$ cat src/rtl/pixel_array_readout.sv
// Single-slope ADC back-end for a ROWS x COLS pixel array: a shared Gray counter is
// latched per pixel on its comparator edge, then the frame is streamed out row by row.
module pixel_array_readout #(
    parameter int ROWS     = 2,
    parameter int COLS     = 2,
    parameter int ADC_BITS = 8
) (
    input  logic                                  CLK,
    input  logic                                  RESET,
    input  logic                                  START,
    input  logic                                  DECODE,
    input  logic [ROWS*COLS-1:0]                  CMP,
    output logic                                  RAMP_EN,
    output logic                                  BUSY,
    output logic [((ROWS > 1) ? $clog2(ROWS) : 1)-1:0] ROW_SEL,
    output logic                                  DATA_VALID,
    input  logic                                  DATA_READY,
    output logic [COLS*ADC_BITS-1:0]              DATA_OUT,
    output logic                                  FRAME_DONE
);

    localparam int NPIX = ROWS * COLS;
    localparam int RW   = (ROWS > 1) ? $clog2(ROWS) : 1;
    localparam logic [ADC_BITS-1:0] CNT_MAX  = '1;
    localparam logic [RW-1:0]       LAST_ROW = RW'(ROWS - 1);

    typedef enum logic [1:0] {IDLE, CONVERT, READOUT} state_t;

    state_t                state;
    logic [ADC_BITS-1:0]   cnt;
    logic [ADC_BITS-1:0]   gray;
    logic                  decode_q;
    logic [ADC_BITS-1:0]   codes [NPIX];
    logic [NPIX-1:0]       latched;
    logic [COLS*ADC_BITS-1:0] row_word [ROWS];

    function automatic logic [ADC_BITS-1:0] gray2bin(input logic [ADC_BITS-1:0] g);
        logic [ADC_BITS-1:0] b;
        b = g;
        for (int i = ADC_BITS - 2; i >= 0; i--) begin
            b[i] = b[i+1] ^ g[i];
        end
        return b;
    endfunction

    assign gray = cnt ^ (cnt >> 1);

    // Conversion, per-pixel capture and row handshake all live in one registered FSM;
    // a pixel that never trips its comparator is forced to the full-scale code on the last count.
    always_ff @(posedge CLK or posedge RESET) begin
        if (RESET) begin
            state      <= IDLE;
            cnt        <= '0;
            decode_q   <= 1'b0;
            latched    <= '0;
            RAMP_EN    <= 1'b0;
            BUSY       <= 1'b0;
            DATA_VALID <= 1'b0;
            FRAME_DONE <= 1'b0;
            ROW_SEL    <= '0;
            for (int p = 0; p < NPIX; p++) begin
                codes[p] <= '0;
            end
        end else begin
            FRAME_DONE <= 1'b0;
            unique case (state)
                IDLE: begin
                    if (START) begin
                        state    <= CONVERT;
                        cnt      <= '0;
                        latched  <= '0;
                        decode_q <= DECODE;
                        RAMP_EN  <= 1'b1;
                        BUSY     <= 1'b1;
                    end
                end
                CONVERT: begin
                    for (int p = 0; p < NPIX; p++) begin
                        if (!latched[p] && (!CMP[p] || cnt == CNT_MAX)) begin
                            codes[p]   <= gray;
                            latched[p] <= 1'b1;
                        end
                    end
                    if (cnt == CNT_MAX) begin
                        cnt        <= '0;
                        state      <= READOUT;
                        RAMP_EN    <= 1'b0;
                        DATA_VALID <= 1'b1;
                        ROW_SEL    <= '0;
                    end else begin
                        cnt <= cnt + ADC_BITS'(1);
                    end
                end
                READOUT: begin
                    if (DATA_VALID && DATA_READY) begin
                        if (ROW_SEL == LAST_ROW) begin
                            state      <= IDLE;
                            DATA_VALID <= 1'b0;
                            FRAME_DONE <= 1'b1;
                            BUSY       <= 1'b0;
                            ROW_SEL    <= '0;
                        end else begin
                            ROW_SEL <= ROW_SEL + RW'(1);
                        end
                    end
                end
                default: state <= IDLE;
            endcase
        end
    end

    for (genvar r = 0; r < ROWS; r++) begin : g_row
        for (genvar c = 0; c < COLS; c++) begin : g_col
            assign row_word[r][c*ADC_BITS +: ADC_BITS] =
                decode_q ? gray2bin(codes[r*COLS+c]) : codes[r*COLS+c];
        end
    end

    // Row mux is forced to zero outside a valid beat so stale codes never leak downstream.
    always_comb begin
        DATA_OUT = '0;
        if (DATA_VALID) begin
            for (int r = 0; r < ROWS; r++) begin
                if (ROW_SEL == RW'(r)) begin
                    DATA_OUT = row_word[r];
                end
            end
        end
    end

endmodule

$ cat config.mk
export PLATFORM = sky130hd
export DESIGN_NAME = pixel_array_readout
export DESIGN_NICKNAME = d
export VERILOG_FILES = /design/src/rtl/pixel_array_readout.sv
export SDC_FILE = /design/constraint.sdc
export NUM_CORES = 1
export LEC_CHECK = 0
export BUFFER_PORTS_ARGS = -buffer_cell sky130_fd_sc_hd__buf_4
export CORE_MARGIN = 2
export CORE_UTILIZATION = 55
export CTS_CLUSTER_SIZE = 8
export DETAILED_ROUTE_END_ITERATION = 6
export PLACE_DENSITY = 0.75
export SYNTH_ARGS = -nofsm -noshare
export SYNTH_HDL_FRONTEND = slang
export SYNTH_SLANG_ARGS = --single-unit
$ cat constraint.sdc
create_clock -name CLK -period 2.6 [get_ports CLK]
set_clock_uncertainty 0.05 [all_clocks]
set_input_delay 0 -clock CLK [delete_from_list [all_inputs] [get_ports CLK]]
set_output_delay 0 -clock CLK [all_outputs]
set_load 0.03 [all_outputs]
==> results of run 1 <==
## worst paths after layout
path,to,slack [ps],cells after the start
setup / recovery,DATA_OUT[8],100,6
hold / removal,codes[27],120,4
setup reg to reg,codes[8],700,6
hold reg to reg,latched[2],460,1
max in group asynchronous,codes[26],1520,4
min in group asynchronous,RAMP_EN,200,3
## through the flow
step | cells | setup TNS, ps
global route | 395 | -3.45
detailed placement | 381 | 0
CTS | 393 | 0
floorplan | 281 | 0
finish | 395 | 0
global placement | 381 | 0
## worst max-delay path: cells and delay by family (launching register included)
family        cells  cell delay (ps)
xor+xnor          3             1020
buf+inv           1              180
flops             1              460
simple gates      2              480
## power groups by stage
| stage | clock network [uW] | logic, uW | registers (uW) |
|---|---|---|---|
| 2_1_floorplan | 0 | 1370 | 1270 |
| 3_3_place_gp | 0 | 1610 | 1320 |
| 3_5_place_dp | 0 | 1670 | 1330 |
| 4_1_cts | 487 | 1680 | 1320 |
| 5_1_grt | 525 | 1860 | 1360 |
| 6_report | 475 | 1690 | 1320 |
## repair_timing
action	4_1_cts	5_1_grt
setup buffers	0	2
hold endpoints to repair	22	0
gates resized for setup	0	1
hold buffers	4	0
endpoints found under the setup margin	0	1
## flip-flops by register name, indices dropped and copies added, names as in the netlist
register,count
codes,32
cnt,8
BUSY,1
RAMP_EN,1
decode_q,1
ROW_SEL,1
state,2
DATA_VALID,1
FRAME_DONE,1
latched,4
## synthesized netlist by cell type
library cell   n
nand2b_1       3
buf_1          2
and2_1         2
o21ai_0       13
a211oi_2       4
xnor3_1        2
nor4b_1        2
mux4_1         1
nor3b_1        2
ha_1           7
o21ba_2        1
nor2b_1        1
nand3_1        8
mux2i_1        6
xnor3_2        4
clkbuf_1       5
nor3_1         1
xor3_2         2
and3_2         1
clkbuf_2       1
nor2_1        22
nand3b_1       2
xnor2_1       17
and3_1         1
buf_2          3
dfrtp_1       52
nand4_1        2
nand2_1       26
mux4_2         1
xor2_1        20
a21o_1         4
inv_1          8
o22a_1         1
o22ai_1        2
mux2_2        31
a21oi_1        7
or3_1          4
a211oi_1       8
a31oi_1        2
## final cells by class
class / count / area [um^2]
clock buffers: 8 / 90.1
multi-input cells: 210 / 1710
inverters: 8 / 30.0
flip-flops and latches: 52 / 1300
repair buffers: 45 / 348
well taps: 72 / 90.1
fillers: 455 / 1900
## layout by cell type (no fill, tap or decap), types with 6 or more instances in the layout
| cell type | instances |
|---|---|
| a211oi_1 | 8 |
| a21oi_1 | 7 |
| buf_4 | 41 |
| clkbuf_8 | 6 |
| dfrtp_1 | 52 |
| ha_1 | 7 |
| inv_1 | 7 |
| mux2_2 | 31 |
| mux2i_1 | 6 |
| nand2_1 | 26 |
| nand3_1 | 8 |
| nor2_1 | 22 |
| o21ai_0 | 13 |
| xnor2_1 | 16 |
| xor2_1 | 20 |
## logic make-up (layout without fill, tap and decap cells)
family          after synthesis  count (layout)  share of synthesized area (%)
simple gates                 77              77                           11.7
flops                        52              52                           42.2
xor+xnor                     45              45                           16.7
compound gates               42              42                           9.21
mux                          39              39                           14.9
buf+inv                      19              61                           2.48
fa+ha+maj                     7               7                           2.84
## metal layers
| layer | part of all wire [%] | up-vias | routed length, um |
|---|---|---|---|
| li1 | - | 1067 | - |
| met1 | 47 | 1085 | 2890 |
| met2 | 49 | 33 | 3060 |
| met3 | 3.3 | 6 | 208 |
| met4 | 0.96 | 0 | 60 |
| met5 | 0 | - | 0 |
==> impl_metrics.env, run 1 <==
export IMPL_h_tree_depth=2
export IMPL_drt_iter0_markers=75
export IMPL_initial_core_util_pct=56.3
export IMPL_final_area_um2=3570
export IMPL_min_period_over_period_pct=96.2
export IMPL_netlist_area_um2=3080
export IMPL_cap_viol_max_count=0
export IMPL_clkSinkCount=52
export IMPL_clkLatencyLatePin_ps=310
export IMPL_cts_buffer_depth=2
export IMPL_grt_overflow_total=0
export IMPL_worstSetupPathType="reg2out"
export IMPL_worstMarginPinSlew_ps=635
export IMPL_post_route_util_pct=65.3
export IMPL_groute_usage_overall_pct=21.8
export IMPL_dp_slack_ps=388
export IMPL_fin_crit_ps=2500
export IMPL_io_buffers=29
export IMPL_holdWs_ps=120
export IMPL_synthCells=281
export IMPL_grt_max_degree=34
export IMPL_switching_power_uw=1260
export IMPL_worstPathArrival_ps=2450
export IMPL_synth_nets=297
export IMPL_avgSynthCellArea_um2=11.0
export IMPL_p_int_uw=2230
export IMPL_cpPeakStageDelay_ps=460
export IMPL_vias=2191
export IMPL_status="finished, final reports clean"
export IMPL_antenna_found_initial=0
export IMPL_total_power_uw=3490
export IMPL_hold_path_class="in2reg"
export IMPL_io_pins=30
export IMPL_met2_usage_pct=38.2
export IMPL_max_vdd_ir_drop_mv=0.572
export IMPL_diodes=0
export IMPL_die_h_um=78.9
export IMPL_nets=338
export IMPL_grt_use_met3_pct=4.09
export IMPL_place_area_um2=3420
export IMPL_p_leak_uw=0.00164
export IMPL_row_count=27
export IMPL_grt_pass1_vias=2172
export IMPL_switching_share_pct=36.0
export IMPL_synth_seq_cells=52
export IMPL_synthDistinctLibCells=39
export IMPL_die_x_um=78.9
export IMPL_slew_headroom_pct=57.7
export IMPL_clkTransAtPathRegs_ps=90
export IMPL_startpoint="codes[7]"
export IMPL_numCtsBuffers=5
export IMPL_slew_viol_final=0
export IMPL_pwr_share_clk_pct=13.6
export IMPL_worstReg2RegStart="cnt[7]"
export IMPL_synth_top_area_share_pct=42.2
export IMPL_p_per_area_nw_per_um2=976
export IMPL_cts_tree="built"
export IMPL_synth_top_area_cell="dfrtp_1"
export IMPL_grt_busiest_layer="met2"
export IMPL_max_freq_mhz=400
export IMPL_die_area_um2=6220
export IMPL_cpMaxStageDelayCell="dfrtp_1"
export IMPL_yosysWarnings=0
export IMPL_drt_wl_total_um=6220
export IMPL_clock_root_buffer="clkbuf_8"
export IMPL_worstSetupEndpointType="output port"
export IMPL_path_cells="xnor3_2 > xnor3_2 > xor2_1 > nor4b_1 > or3_1 > buf_4"
export IMPL_antenna_left=0
export IMPL_hp_start="CMP[0]"
export IMPL_hold_viol=0
export IMPL_critPathMostFrequentCell="xnor3_2"
export IMPL_setup_violations=0
export IMPL_hpwl_um=4570
export IMPL_coreArea_um2=5470
export IMPL_yosysSeqAreaShare_pct=42.2
export IMPL_setup_ws_ps=98.3
export IMPL_crit_required_ps=2550
export IMPL_drive_gt1_share_pct=28.8
export IMPL_crit_fanout=6
export IMPL_yosys_top_cells_area="dfrtp_1 (42%), mux2_2 (11%), xor2_1 (5.7%), xnor2_1 (4.8%), nand2_1 (3.2%)"
export IMPL_wl_per_cell_um=15.8
export IMPL_route_detailed_drc=0
export IMPL_place_congestion=0.810
export IMPL_grt_pass1_wl_um=10600
export IMPL_syn2layout_area_growth_pct=15.9
export IMPL_comb_power_share_pct=48.5
export IMPL_start_kind="flop"
export IMPL_firstDrtPassIters=6
export IMPL_power_frac_seq_pct=37.9
export IMPL_vias_per_cell=5.55
export IMPL_met1_usage_pct=27.9
No activity file was read; power rests on OpenSTA's default activity.
==> run 2, diff against run 1 <==
--- a/config.mk
+++ b/config.mk
@@ -7,10 +7,9 @@
 export LEC_CHECK = 0
 export BUFFER_PORTS_ARGS = -buffer_cell sky130_fd_sc_hd__buf_4
 export CORE_MARGIN = 2
-export CORE_UTILIZATION = 55
+export CORE_UTILIZATION = 30
 export CTS_CLUSTER_SIZE = 8
 export DETAILED_ROUTE_END_ITERATION = 6
-export PLACE_DENSITY = 0.75
 export SYNTH_ARGS = -nofsm -noshare
 export SYNTH_HDL_FRONTEND = slang
 export SYNTH_SLANG_ARGS = --single-unit
==> impl_metrics.env, run 2 (synthesized netlist as in run 1, its figures left out) <==
export IMPL_max_freq_mhz=405
export IMPL_place_congestion=0.768
export IMPL_numCtsBuffers=5
export IMPL_io_pins=30
export IMPL_switching_share_pct=35.7
export IMPL_clock_root_buffer="clkbuf_8"
export IMPL_clkSinkCount=52
export IMPL_die_x_um=105
export IMPL_final_area_um2=3700
export IMPL_syn2layout_area_growth_pct=20.0
export IMPL_final_common_cell="dfrtp_1"
export IMPL_hold_path_class="in2reg"
export IMPL_grt_pass1_wl_um=10900
export IMPL_cpPeakStageDelay_ps=490
export IMPL_cap_viol_max_count=0
export IMPL_grt_overflow_total=0
export IMPL_crit_fanout=3
export IMPL_largest_reg_flops=32
export IMPL_initial_core_util_pct=30.4
export IMPL_final_cell_mix="dfrtp_1 (51), buf_4 (40), mux2_2 (31), nand2_1 (26), nor2_1 (22)"
export IMPL_crit_required_ps=2550
export IMPL_worstSetupPathType="reg2out"
export IMPL_worstPathArrival_ps=2420
export IMPL_p_per_area_nw_per_um2=983
export IMPL_fin_setup_tns_ps=0
export IMPL_cts_tree="built"
export IMPL_rsz0062_at_grt="false"
export IMPL_clkTransAtPathRegs_ps=100
export IMPL_worstSetupEndpointType="output port"
export IMPL_instances_no_fill=459
export IMPL_die_area_um2=11100
export IMPL_multiInputGateArea_um2=1730
export IMPL_power_frac_seq_pct=37.0
export IMPL_vias_per_cell=4.75
export IMPL_firstDrtPassIters=4
export IMPL_start_kind="flop"
export IMPL_antenna_found_initial=0
export IMPL_status="finished, final reports clean"
export IMPL_cpMaxStageDelayCell="xnor3_2"
export IMPL_nets=338
export IMPL_coreArea_um2=10100
export IMPL_fin_crit_ps=2470
export IMPL_post_route_util_pct=36.5
export IMPL_drive_gt1_share_pct=30.0
export IMPL_grt_pass1_vias=2149
export IMPL_diodes=0
export IMPL_register_area_um2=1300
export IMPL_switching_power_uw=1300
export IMPL_groute_usage_overall_pct=12.3
export IMPL_vias=2180
export IMPL_filler_cell_count=999
export IMPL_p_int_uw=2340
export IMPL_wl_per_cell_um=14.5
export IMPL_drt_wl_total_um=6670
export IMPL_h_tree_depth=2
export IMPL_drt_iter0_markers=96
export IMPL_slew_viol_final=0
export IMPL_io_buffers=29
export IMPL_place_area_um2=3500
export IMPL_cp_top_family="XOR/XNOR gates"
export IMPL_antenna_left=0
export IMPL_slew_headroom_pct=53.9
export IMPL_path_cells="xnor3_2 > xnor3_2 > xor2_1 > nor4b_2 > or3_1 > buf_4"
export IMPL_route_detailed_drc=0
export IMPL_total_power_uw=3640
export IMPL_critPathMostFrequentCell="xnor3_2"
export IMPL_critPathBufInv=1
export IMPL_die_h_um=105
export IMPL_p_leak_uw=0.00165
export IMPL_hold_viol=0
export IMPL_reg_largest_list="codes: 32 flops, cnt: 8 flops, latched: 4 flops"
export IMPL_min_period_over_period_pct=95.0
export IMPL_worstMarginPinSlew_ps=692
export IMPL_setup_violations=0
export IMPL_row_count=37
export IMPL_cts_buffer_depth=2
export IMPL_pwr_share_clk_pct=16.0
export IMPL_grt_max_degree=28
export IMPL_hpwl_um=4950
export IMPL_comb_power_share_pct=47.0
export IMPL_dp_cells=445
export IMPL_clkLatencyLatePin_ps=300
export IMPL_max_vdd_ir_drop_mv=0.348
export IMPL_regMostFlops="codes"
run 2: worst register-to-register path: stages (launching register included):
cell and delay (ps):
dfrtp_1 480, ha_1 220, nand4_1 100, buf_4 200
a211oi_2 250, buf_4 220, mux2_2 360
run 2: what timing repair did:
action / 4_1_cts / 5_1_grt
endpoints found under the hold margin: 29 / 0
hold buffers: 5 / 0
endpoints found under the setup margin: 0 / 3
setup buffers: 0 / 1
resized for setup: 0 / 4
run 2: per-stage QoR:
step / hold WS, ps / setup slack (ps)
after floorplan: 101 / 535
after global placement: 41.5 / 439
after detailed placement: 50.6 / 370
after CTS: 138 / 20.3
after global routing: 148 / 4.58
final: 139 / 130
run 2: area by class of cell:
cell class / instances / share of cell area [%]
clock buffer: 6 / 2.23
tap: 136 / 4.60
timing repair buffer: 45 / 9.47
multi-input combinational: 210 / 46.7
inverter: 8 / 0.811
clock inverter: 2 / 1.05
sequential: 52 / 35.2
run 2: per-layer routing:
layer	share of wire, %	track usage [%]	wire [um]	vias to the layer above
met5	0	0	0	-
met3	3.1	2.23	207	4
met4	0.47	2.29	31	0
met2	49	21.1	3270	37
li1	-	-	-	1059
met1	47	16.3	3160	1080
run 2: worst paths after layout:
| path | start | endpoint | slack, ps | cells after the start |
|---|---|---|---|---|
| min in group asynchronous | RESET | RAMP_EN | 250 | 3 |
| setup / recovery | codes[13] | DATA_OUT[0] | 130 | 6 |
| hold / removal | CMP[3] | latched[3] | 140 | 4 |
| setup reg to reg | cnt[7] | codes[20] | 620 | 6 |
| max in group asynchronous | RESET | codes[19] | 1610 | 4 |
| hold reg to reg | latched[1] | latched[1] | 460 | 1 |
run 2: power groups by stage:
stage | combinational [uW] | sequential [uW] | clock [uW]
3_5_place_dp | 1650 | 1360 | 0
2_1_floorplan | 1370 | 1270 | 0
4_1_cts | 1670 | 1350 | 598
6_report | 1710 | 1350 | 581
3_3_place_gp | 1600 | 1340 | 0
5_1_grt | 1880 | 1390 | 633
==> run 3, diff against run 2 <==
--- a/config.mk
+++ b/config.mk
@@ -6,7 +6,7 @@
 export NUM_CORES = 1
 export LEC_CHECK = 0
 export BUFFER_PORTS_ARGS = -buffer_cell sky130_fd_sc_hd__buf_4
-export CORE_MARGIN = 2
+export CORE_MARGIN = 4
 export CORE_UTILIZATION = 30
 export CTS_CLUSTER_SIZE = 8
 export DETAILED_ROUTE_END_ITERATION = 6
==> impl_metrics.env, run 3 (synthesized netlist as in run 1, its figures left out) <==
export IMPL_worstMarginPinSlew_ps=670
export IMPL_final_area_um2=3650
export IMPL_cts_buffer_depth=2
export IMPL_grt_pass1_vias=2179
export IMPL_worstSetupPathType="reg2out"
export IMPL_rsz0062_at_grt="false"
export IMPL_row_count=36
export IMPL_worstPathArrival_ps=2440
export IMPL_routed_top_layer="met4"
export IMPL_firstDrtPassIters=4
export IMPL_hold_viol=0
export IMPL_routed_wl_met2_um=2990
export IMPL_clock_root_buffer="clkbuf_8"
export IMPL_met1_length_um=3370
export IMPL_slew_viol_final=0
export IMPL_p_per_area_nw_per_um2=964
export IMPL_grt_max_degree=53
export IMPL_dr_wl_met3_um=231
export IMPL_wl_per_cell_um=14.6
export IMPL_largest_reg_flops=32
export IMPL_final_common_cell="dfrtp_1"
export IMPL_h_tree_depth=2
export IMPL_start_kind="flop"
export IMPL_die_x_um=109
export IMPL_worstSetupEndpointType="output port"
export IMPL_drt_wl_total_um=6640
export IMPL_syn2layout_area_growth_pct=18.4
export IMPL_die_area_um2=12000
export IMPL_p_leak_uw=0.00164
export IMPL_drive_gt1_share_pct=29.3
export IMPL_max_freq_mhz=402
export IMPL_max_vdd_ir_drop_mv=0.374
export IMPL_clkSinkCount=52
export IMPL_vias_per_cell=4.66
export IMPL_grt_overflow_total=0
export IMPL_nets=336
export IMPL_filler_cell_count=1022
export IMPL_place_area_um2=3490
export IMPL_initial_core_util_pct=31.1
export IMPL_place_congestion=0.717
export IMPL_cts_tree="built"
export IMPL_clkTransAtPathRegs_ps=90
export IMPL_cap_viol_max_count=0
export IMPL_min_period_over_period_pct=95.6
export IMPL_crit_fanout=6
export IMPL_drt_iter0_markers=68
export IMPL_grt_pass1_wl_um=11300
export IMPL_slew_headroom_pct=55.3
export IMPL_coreArea_um2=9910
export IMPL_groute_usage_overall_pct=12.1
export IMPL_io_pins=30
export IMPL_fin_setup_tns_ps=0
export IMPL_holdWs_ps=137
export IMPL_diodes=0
export IMPL_numCtsBuffers=5
export IMPL_fin_crit_ps=2490
export IMPL_hpwl_um=4820
export IMPL_clkLatencyLatePin_ps=300
export IMPL_regMostFlops="codes"
export IMPL_final_cell_mix="dfrtp_1 (51), buf_4 (39), mux2_2 (31), nand2_1 (26), nor2_1 (22)"
export IMPL_antenna_left=0
export IMPL_total_power_uw=3520
export IMPL_status="finished, final reports clean"
export IMPL_hold_path_class="in2reg"
export IMPL_antenna_found_initial=0
export IMPL_route_detailed_drc=0
export IMPL_setup_violations=0
export IMPL_reg_largest_list="codes: 32 flops, cnt: 8 flops, latched: 4 flops"
export IMPL_vias=2116
export IMPL_crit_required_ps=2550
export IMPL_die_h_um=109
export IMPL_io_buffers=29
run 3: changes by cell type in the layout (fill, tap and decap cells not counted), sizes merged:
cell / change
buf: -1
dlygate4sd3: -1
clkinv: -1
clkbuf: +2
bufinv: -1
run 3: layout make-up:
type	count	area [um^2]	area share, %
multi-input combinational	210	1730	47.3
sequential	52	1300	35.7
timing repair buffer	43	333	9.12
tap	133	166	4.56
clock buffer	8	90.1	2.47
inverter	8	30.0	0.823
run 3: timing repair:
item,4_1_cts,5_1_grt
gates resized for setup,0,4
hold buffers,4,0
endpoints found under the setup margin,0,3
hold endpoints to repair,56,0
setup buffers,0,1
run 3: per-layer routing:
metal	track usage (%)	vias up
met5	0	-
li1	-	1057
met4	2.40	0
met3	2.58	4
met2	18.7	35
met1	17.7	1020
run 3: critical path, cell delays in order (launching register included):
cell     delay [ps]
dfrtp_2         460
xnor3_2         420
xnor3_2         420
mux4_1          480
and2_1          190
buf_4           170
run 3: where the power goes:
part	internal, uW	switching [uW]
logic	958	745
clock network	218	262
registers	1070	265
run 3: stage by stage:
step	setup slack, ps	utilization, %	cells
4_1_cts	77.7	36.5	453
2_1_floorplan	535	-	281
3_5_place_dp	426	35.2	441
5_1_grt	8.95	36.8	454
6_report	114	36.8	454
3_3_place_gp	448	35.2	441
run 3: path summary, 6_finish.rpt:
| check | slack (ps) | cells after the start | end | startpoint |
|---|---|---|---|---|
| max | 110 | 5 | DATA_OUT[10] | codes[7] |
| min in group asynchronous | 370 | 4 | RAMP_EN | RESET |
| min reg2reg | 460 | 1 | latched[2] | latched[2] |
| max reg2reg | 680 | 5 | codes[26] | state[1] |
| min | 140 | 4 | latched[3] | CMP[3] |
| max in group asynchronous | 1640 | 4 | codes[7] | RESET |
